`src/rtl/imem_loader.sv`:
```
// Byte-stream loader that writes little-endian 32-bit words into IMEM from address 0.
// Optional trailing XOR checksum byte is enabled by defining CHECKSUM_EN.
module imem_loader #(
  parameter int addr_width_IMEM = 8
) (
  input  logic                       clk,
  input  logic                       async_reset_n,
  input  logic                       start,
  input  logic [7:0]                 rx_data,
  input  logic                       rx_valid,
  output logic                       rx_ready,
  output logic                       imem_we,
  output logic [addr_width_IMEM-1:0] imem_addr,
  output logic [31:0]                imem_wdata,
  output logic                       core_hold,
  output logic                       done,
  output logic                       err
);

  localparam logic [2:0] S_IDLE  = 3'd0;
  localparam logic [2:0] S_HDR0  = 3'd1;
  localparam logic [2:0] S_HDR1  = 3'd2;
  localparam logic [2:0] S_DATA  = 3'd3;
  localparam logic [2:0] S_WRITE = 3'd4;
  localparam logic [2:0] S_CSUM  = 3'd5;
  localparam logic [2:0] S_DONE  = 3'd6;

  localparam logic [16:0] DEPTH = 17'd1 << (addr_width_IMEM - 2);
  localparam logic [addr_width_IMEM-1:0] ADDR_STEP = {{(addr_width_IMEM-3){1'b0}}, 3'b100};

  logic [2:0]  state_r;
  logic [2:0]  state_nx_s;
  logic [7:0]  count_lo_r;
  logic [15:0] words_left_r;
  logic [1:0]  byte_idx_r;
  logic [23:0] word_buf_r;
  logic        accept_s;
  logic [15:0] count_s;
  logic        overflow_s;
`ifdef CHECKSUM_EN
  logic [7:0]  csum_acc_r;
`endif

  assign accept_s   = rx_valid & rx_ready;
  assign count_s    = {rx_data, count_lo_r};
  assign overflow_s = ({1'b0, count_s} > DEPTH);

  function automatic logic rx_state(input logic [2:0] s);
    return (s == S_HDR0) || (s == S_HDR1) || (s == S_DATA) || (s == S_CSUM);
  endfunction

  // Next-state decode.
  always_comb begin
    state_nx_s = state_r;
    case (state_r)
      S_IDLE, S_DONE: begin
        if (start) state_nx_s = S_HDR0;
        else       state_nx_s = state_r;
      end
      S_HDR0: begin
        if (accept_s) state_nx_s = S_HDR1;
        else          state_nx_s = S_HDR0;
      end
      S_HDR1: begin
        if (!accept_s)               state_nx_s = S_HDR1;
        else if (count_s == 16'd0)   state_nx_s = S_DONE;
        else if (overflow_s)         state_nx_s = S_IDLE;
        else                         state_nx_s = S_DATA;
      end
      S_DATA: begin
        if (accept_s && (byte_idx_r == 2'd3)) state_nx_s = S_WRITE;
        else                                  state_nx_s = S_DATA;
      end
      S_WRITE: begin
        // words_left is tested before its decrement, so 1 means this is the last word.
        if (words_left_r == 16'd1) begin
`ifdef CHECKSUM_EN
          state_nx_s = S_CSUM;
`else
          state_nx_s = S_DONE;
`endif
        end else begin
          state_nx_s = S_DATA;
        end
      end
`ifdef CHECKSUM_EN
      S_CSUM: begin
        if (accept_s) state_nx_s = S_DONE;
        else          state_nx_s = S_CSUM;
      end
`endif
      default: state_nx_s = S_IDLE;
    endcase
  end

  // State, registered handshake/strobe outputs and load datapath.
  always_ff @(posedge clk or negedge async_reset_n) begin
    if (!async_reset_n) begin
      state_r      <= S_IDLE;
      rx_ready     <= 1'b0;
      imem_we      <= 1'b0;
      imem_addr    <= '0;
      imem_wdata   <= 32'h0000_0000;
      core_hold    <= 1'b0;
      done         <= 1'b0;
      err          <= 1'b0;
      count_lo_r   <= 8'h00;
      words_left_r <= 16'h0000;
      byte_idx_r   <= 2'd0;
      word_buf_r   <= 24'h00_0000;
`ifdef CHECKSUM_EN
      csum_acc_r   <= 8'h00;
`endif
    end else begin
      state_r  <= state_nx_s;
      rx_ready <= rx_state(state_nx_s);
      imem_we  <= (state_nx_s == S_WRITE);
      case (state_r)
        S_IDLE, S_DONE: begin
          if (start) begin
            core_hold  <= 1'b1;
            done       <= 1'b0;
            err        <= 1'b0;
            imem_addr  <= '0;
            byte_idx_r <= 2'd0;
`ifdef CHECKSUM_EN
            csum_acc_r <= 8'h00;
`endif
          end else if (state_r == S_DONE) begin
            done      <= 1'b1;
            core_hold <= 1'b0;
          end
        end
        S_HDR0: begin
          if (accept_s) count_lo_r <= rx_data;
        end
        S_HDR1: begin
          if (accept_s) begin
            words_left_r <= count_s;
            if (overflow_s) begin
              err       <= 1'b1;
              core_hold <= 1'b0;
            end
          end
        end
        S_DATA: begin
          if (accept_s) begin
            byte_idx_r <= byte_idx_r + 2'd1;
`ifdef CHECKSUM_EN
            csum_acc_r <= csum_acc_r ^ rx_data;
`endif
            case (byte_idx_r)
              2'd0:    word_buf_r[7:0]   <= rx_data;
              2'd1:    word_buf_r[15:8]  <= rx_data;
              2'd2:    word_buf_r[23:16] <= rx_data;
              default: imem_wdata        <= {rx_data, word_buf_r};
            endcase
          end
        end
        S_WRITE: begin
          imem_addr    <= imem_addr + ADDR_STEP;
          words_left_r <= words_left_r - 16'd1;
        end
`ifdef CHECKSUM_EN
        S_CSUM: begin
          if (accept_s && (rx_data != csum_acc_r)) err <= 1'b1;
        end
`endif
        default: begin
          state_r <= S_IDLE;
        end
      endcase
    end
  end

endmodule

```
`config.mk`:
```
export PLATFORM = sky130hd
export DESIGN_NAME = imem_loader
export DESIGN_NICKNAME = d
export VERILOG_FILES = /design/src/rtl/imem_loader.sv
export SDC_FILE = /design/constraint.sdc
export NUM_CORES = 1
export LEC_CHECK = 0
export CAP_MARGIN = 40
export CORE_MARGIN = 4
export CORE_UTILIZATION = 59
export CTS_CLUSTER_SIZE = 8
export DETAILED_ROUTE_END_ITERATION = 12
export PLACE_DENSITY = 0.89
export SYNTH_ARGS = -nofsm -noshare
export SYNTH_HDL_FRONTEND = slang
export SYNTH_SLANG_ARGS = --single-unit
export TNS_END_PERCENT = 1
```
`constraint.sdc`:
```
create_clock -name clk -period 3.5 [get_ports clk]
set_input_delay 0.7 -clock clk [delete_from_list [all_inputs] [get_ports clk]]
set_output_delay 0.7 -clock clk [all_outputs]
set_load 0.01 [all_outputs]
```
==> results.md <==
* Outcome: finished, final reports clean
* Post-CTS sizing at 0
* Vias post-DR at 3,036
* Max Clock Freq at 0.4026 GHz
* CP Class: reg2reg
* Critical-path cell list: nor3b_2, nand2_1, o21ai_0, nand2_1, a221o_1
* Sw Share at 32.46%
* Max incr delay on CP at 0.79 ns
* TritonCTS buffer count at 9
* Fill count at 459
* Total GRT Usage at 22.92%
* Post-synthesis sequential area ratio at 56.21%
* Syn avg cell area at 12.25 um2
* Top cell by count, worst path: nand2_1
* Int Pwr at 2581 uW
* Later-pin clock latency in the skew report at 0.35 ns
* Die area at 0.008670 mm2
* Worst R2R Path Depth at 5
* Clock skew at 0.006302 ns
* Antenna violations before repair at 0
* Layout cells sized above 1 at 22.38%
* Vias in the first global route at 3,067
* Post-CTS setup buffers at 0
* Crit end category: flip-flop
* CP arrival at 2.73 ns
* Leak at 0.002336 uW
* Clock sink count at 96
* Setup ws final at 1.016 ns
* Non-Filler Instances at 507
* Final Slew Violations at 0
* Num rows at 30
* Pwr/cell area at 743.6 mW/mm2
* CP top delay family: simple AND/OR/NAND/NOR gates
* Die span in y at 93.12 um
* Max cap viols at 0
* RSZ-0062 raised after global routing: false
* VDD IR max at 0.0004189 V
* Post-layout util at 74.40%
* Relative slew slack at 42.10%
* CP Depth at 5
* Startpoint Class: flip-flop
* Clk root buf: clkbuf_8
* Core area at 0.006907 mm2
* Setup TNS at 0 ns
* Combinational share of power at 30.0%
* Dpl hpwl at 6373 um
* HP Class: in2async
* Nets@finish at 426
* Distinct cells, synth at 48
* Prevailing post-synth register cell: dfrtp_1
* GR Overflow Total at 0
* Worst Tran Pin Value at 0.8647 ns
* Port bufs at 54
* Reg clk slew, reported paths at 0.09 ns
* Final period util at 70.96%
* Longest Clk Path Bufs at 2
* Cells after Synth at 349
* Initial Util at 61.88%
* Sequential Power Share at 48.9%
* # hold bufs at CTS at 0
* Ant diodes at 0
* Area added between synthesis and finish at 20.23%
* Clk network pwr share at 21.1%
* Slowest CP cell: nor3b_2
* YS warnings at 0
* Global-route wire length before repair at 15,470 um
* Worst path bufs/invs at 0
* Post-synth EDFFs at 0
* Psw at 1240 uW
* Async S/R FF share, synth at 100.0%
* Crit-path max FO at 16
* CP Data Required Time at 3.74 ns
* Number of synthesized register bits at 96
* Final number of hold-violating endpoints at 0
* Cells after DPL at 491
* Place WS at 0.8123 ns
* Setup violations, final at 0
* Final WL at 9082 um
* DR vias/cell at 5.988
* CTS H-tree lvls at 3
* Die width at 93.12 um
* GPL Wtd Cong at 0.8887
* Area taken by multi-input logic gates at 0.001775 mm2
* FF+latch area at 0.002402 mm2
* Syn Std Cell Area at 0.004274 mm2
* Number of remaining DRC errors at 0
* Min cycle time layout at 2.484 ns
* # IOs at 57
* Detailed router's first-iteration violation count at 259
* Remaining antenna violation count at 0
* Largest net degree at the start of global routing at 62
* Final instance area at 0.005139 mm2
* Routed wire length per instance at 17.91 um
* TritonCTS clock tree: built
* 1st-pass router iterations at 4
* Placed Area at 0.004911 mm2
through the flow:
| step | power, uW | hold WS [ns] |
|---|---|---|
| after floorplan | 2523 | 0.4044 |
| final | 3821 | 0.3931 |
| after CTS | 3843 | 0.4081 |
| after detailed placement | 3026 | 0.4650 |
| after global placement | 2946 | 0.4622 |
| after global routing | 4065 | 0.4353 |
cells in the mapped netlist, types with 5 or more instances:
cell type  number  share of area [%]
nor2_1         15                1.3
a21oi_1         5               0.59
ha_1            8                2.3
o211ai_1        6                1.1
inv_1           8               0.70
dfrtp_1        96                 56
mux2_2         63                 17
nor4_1          7                1.0
o21ai_0        18                2.1
buf_2           5               0.59
clkbuf_1        8               0.70
nand3_1         9                1.1
nand2_1        31                2.7
nor3_1          7               0.82
final timing paths:
| check | to | startpoint | slack, ns |
|---|---|---|---|
| max | words_left_r[9]$_DFFE_PN0P_ | state_r[2]$_DFF_PN0_ | 1.02 |
| min | word_buf_r[7]$_DFFE_PN0P_ | async_reset_n | 0.39 |
| max reg2reg | words_left_r[9]$_DFFE_PN0P_ | state_r[2]$_DFF_PN0_ | 1.02 |
| min reg2reg | core_hold$_DFFE_PN0P_ | core_hold$_DFFE_PN0P_ | 0.48 |
| max in group asynchronous | words_left_r[3]$_DFFE_PN0P_ | async_reset_n | 2.33 |
| min in group clk | core_hold$_DFFE_PN0P_ | core_hold$_DFFE_PN0P_ | 0.48 |
power by group through the flow:
stage / Sequential [uW] / Clock [uW] / Combinational, uW
floorplan: 1810 / 0 / 717
global placement: 1840 / 0 / 1100
detailed placement: 1880 / 0 / 1150
CTS: 1860 / 823 / 1160
global route: 1920 / 876 / 1270
finish: 1870 / 807 / 1150
registers in the layout (all words and copies together), names as in the netlist, 2 cells and up:
register / cells
byte_idx_r: 2
count_lo_r: 8
imem_addr: 6
imem_wdata: 32
state_r: 3
word_buf_r: 24
words_left_r: 16
cell families after synthesis:
family	Yosys count	share of synthesized area [%]
flip-flops	96	56.21
AND/OR/NAND/NOR	98	11.97
XOR/XNOR	1	0.2050
other	1	0.08774
adder cells (fa/ha/maj)	8	2.342
multiplexers	67	17.59
buffers and inverters	23	2.342
AO/OA/AOI/OAI	55	9.251
area by class of cell:
| type | instances | share of cell area (%) |
|---|---|---|
| Inverter | 8 | 0.5844 |
| Clock inverter | 6 | 1.753 |
| Multi-Input combinational cell | 231 | 34.55 |
| Clock buffer | 10 | 2.678 |
| Tap cell | 96 | 2.337 |
| Timing Repair Buffer | 60 | 11.35 |
| Sequential cell | 96 | 46.75 |
placed cells by master (no fill, tap or decap), drive strengths merged, types with 2 or more instances in the layout:
master | netlist | layout
a21oi | 5 | 5
mux2i | 2 | 2
a221o | 3 | 3
a221oi | 2 | 2
nand4 | 4 | 4
nor2 | 15 | 15
nand3 | 9 | 9
o311ai | 3 | 3
dfrtp | 96 | 96
buf | 7 | 7
a22o | 2 | 2
nor2b | 2 | 2
clkdlybuf4s50 | 0 | 53
nor3b | 2 | 2
or4 | 4 | 4
bufinv | 0 | 2
nand2b | 4 | 4
ha | 8 | 8
conb | 1 | 2
o31ai | 2 | 2
a211oi | 4 | 4
nand2 | 31 | 31
or3b | 2 | 2
inv | 8 | 10
or3 | 4 | 4
clkbuf | 8 | 10
a211o | 2 | 2
o211ai | 6 | 6
mux2 | 65 | 65
nor3 | 8 | 8
o21ai | 18 | 18
a21o | 3 | 3
and3 | 4 | 4
nor4 | 7 | 7
per-layer routing:
layer | vias to the layer above | wire [um] | track usage [%] | part of all wire, %
li1 | 1379 | - | - | -
met1 | 1517 | 3832 | 30.60 | 42
met2 | 122 | 4539 | 36.65 | 50
met3 | 18 | 522 | 4.505 | 5.7
met4 | 0 | 187 | 10.01 | 2.1
met5 | - | 0 | 0 | 0
(Power assumes the default switching activity.)
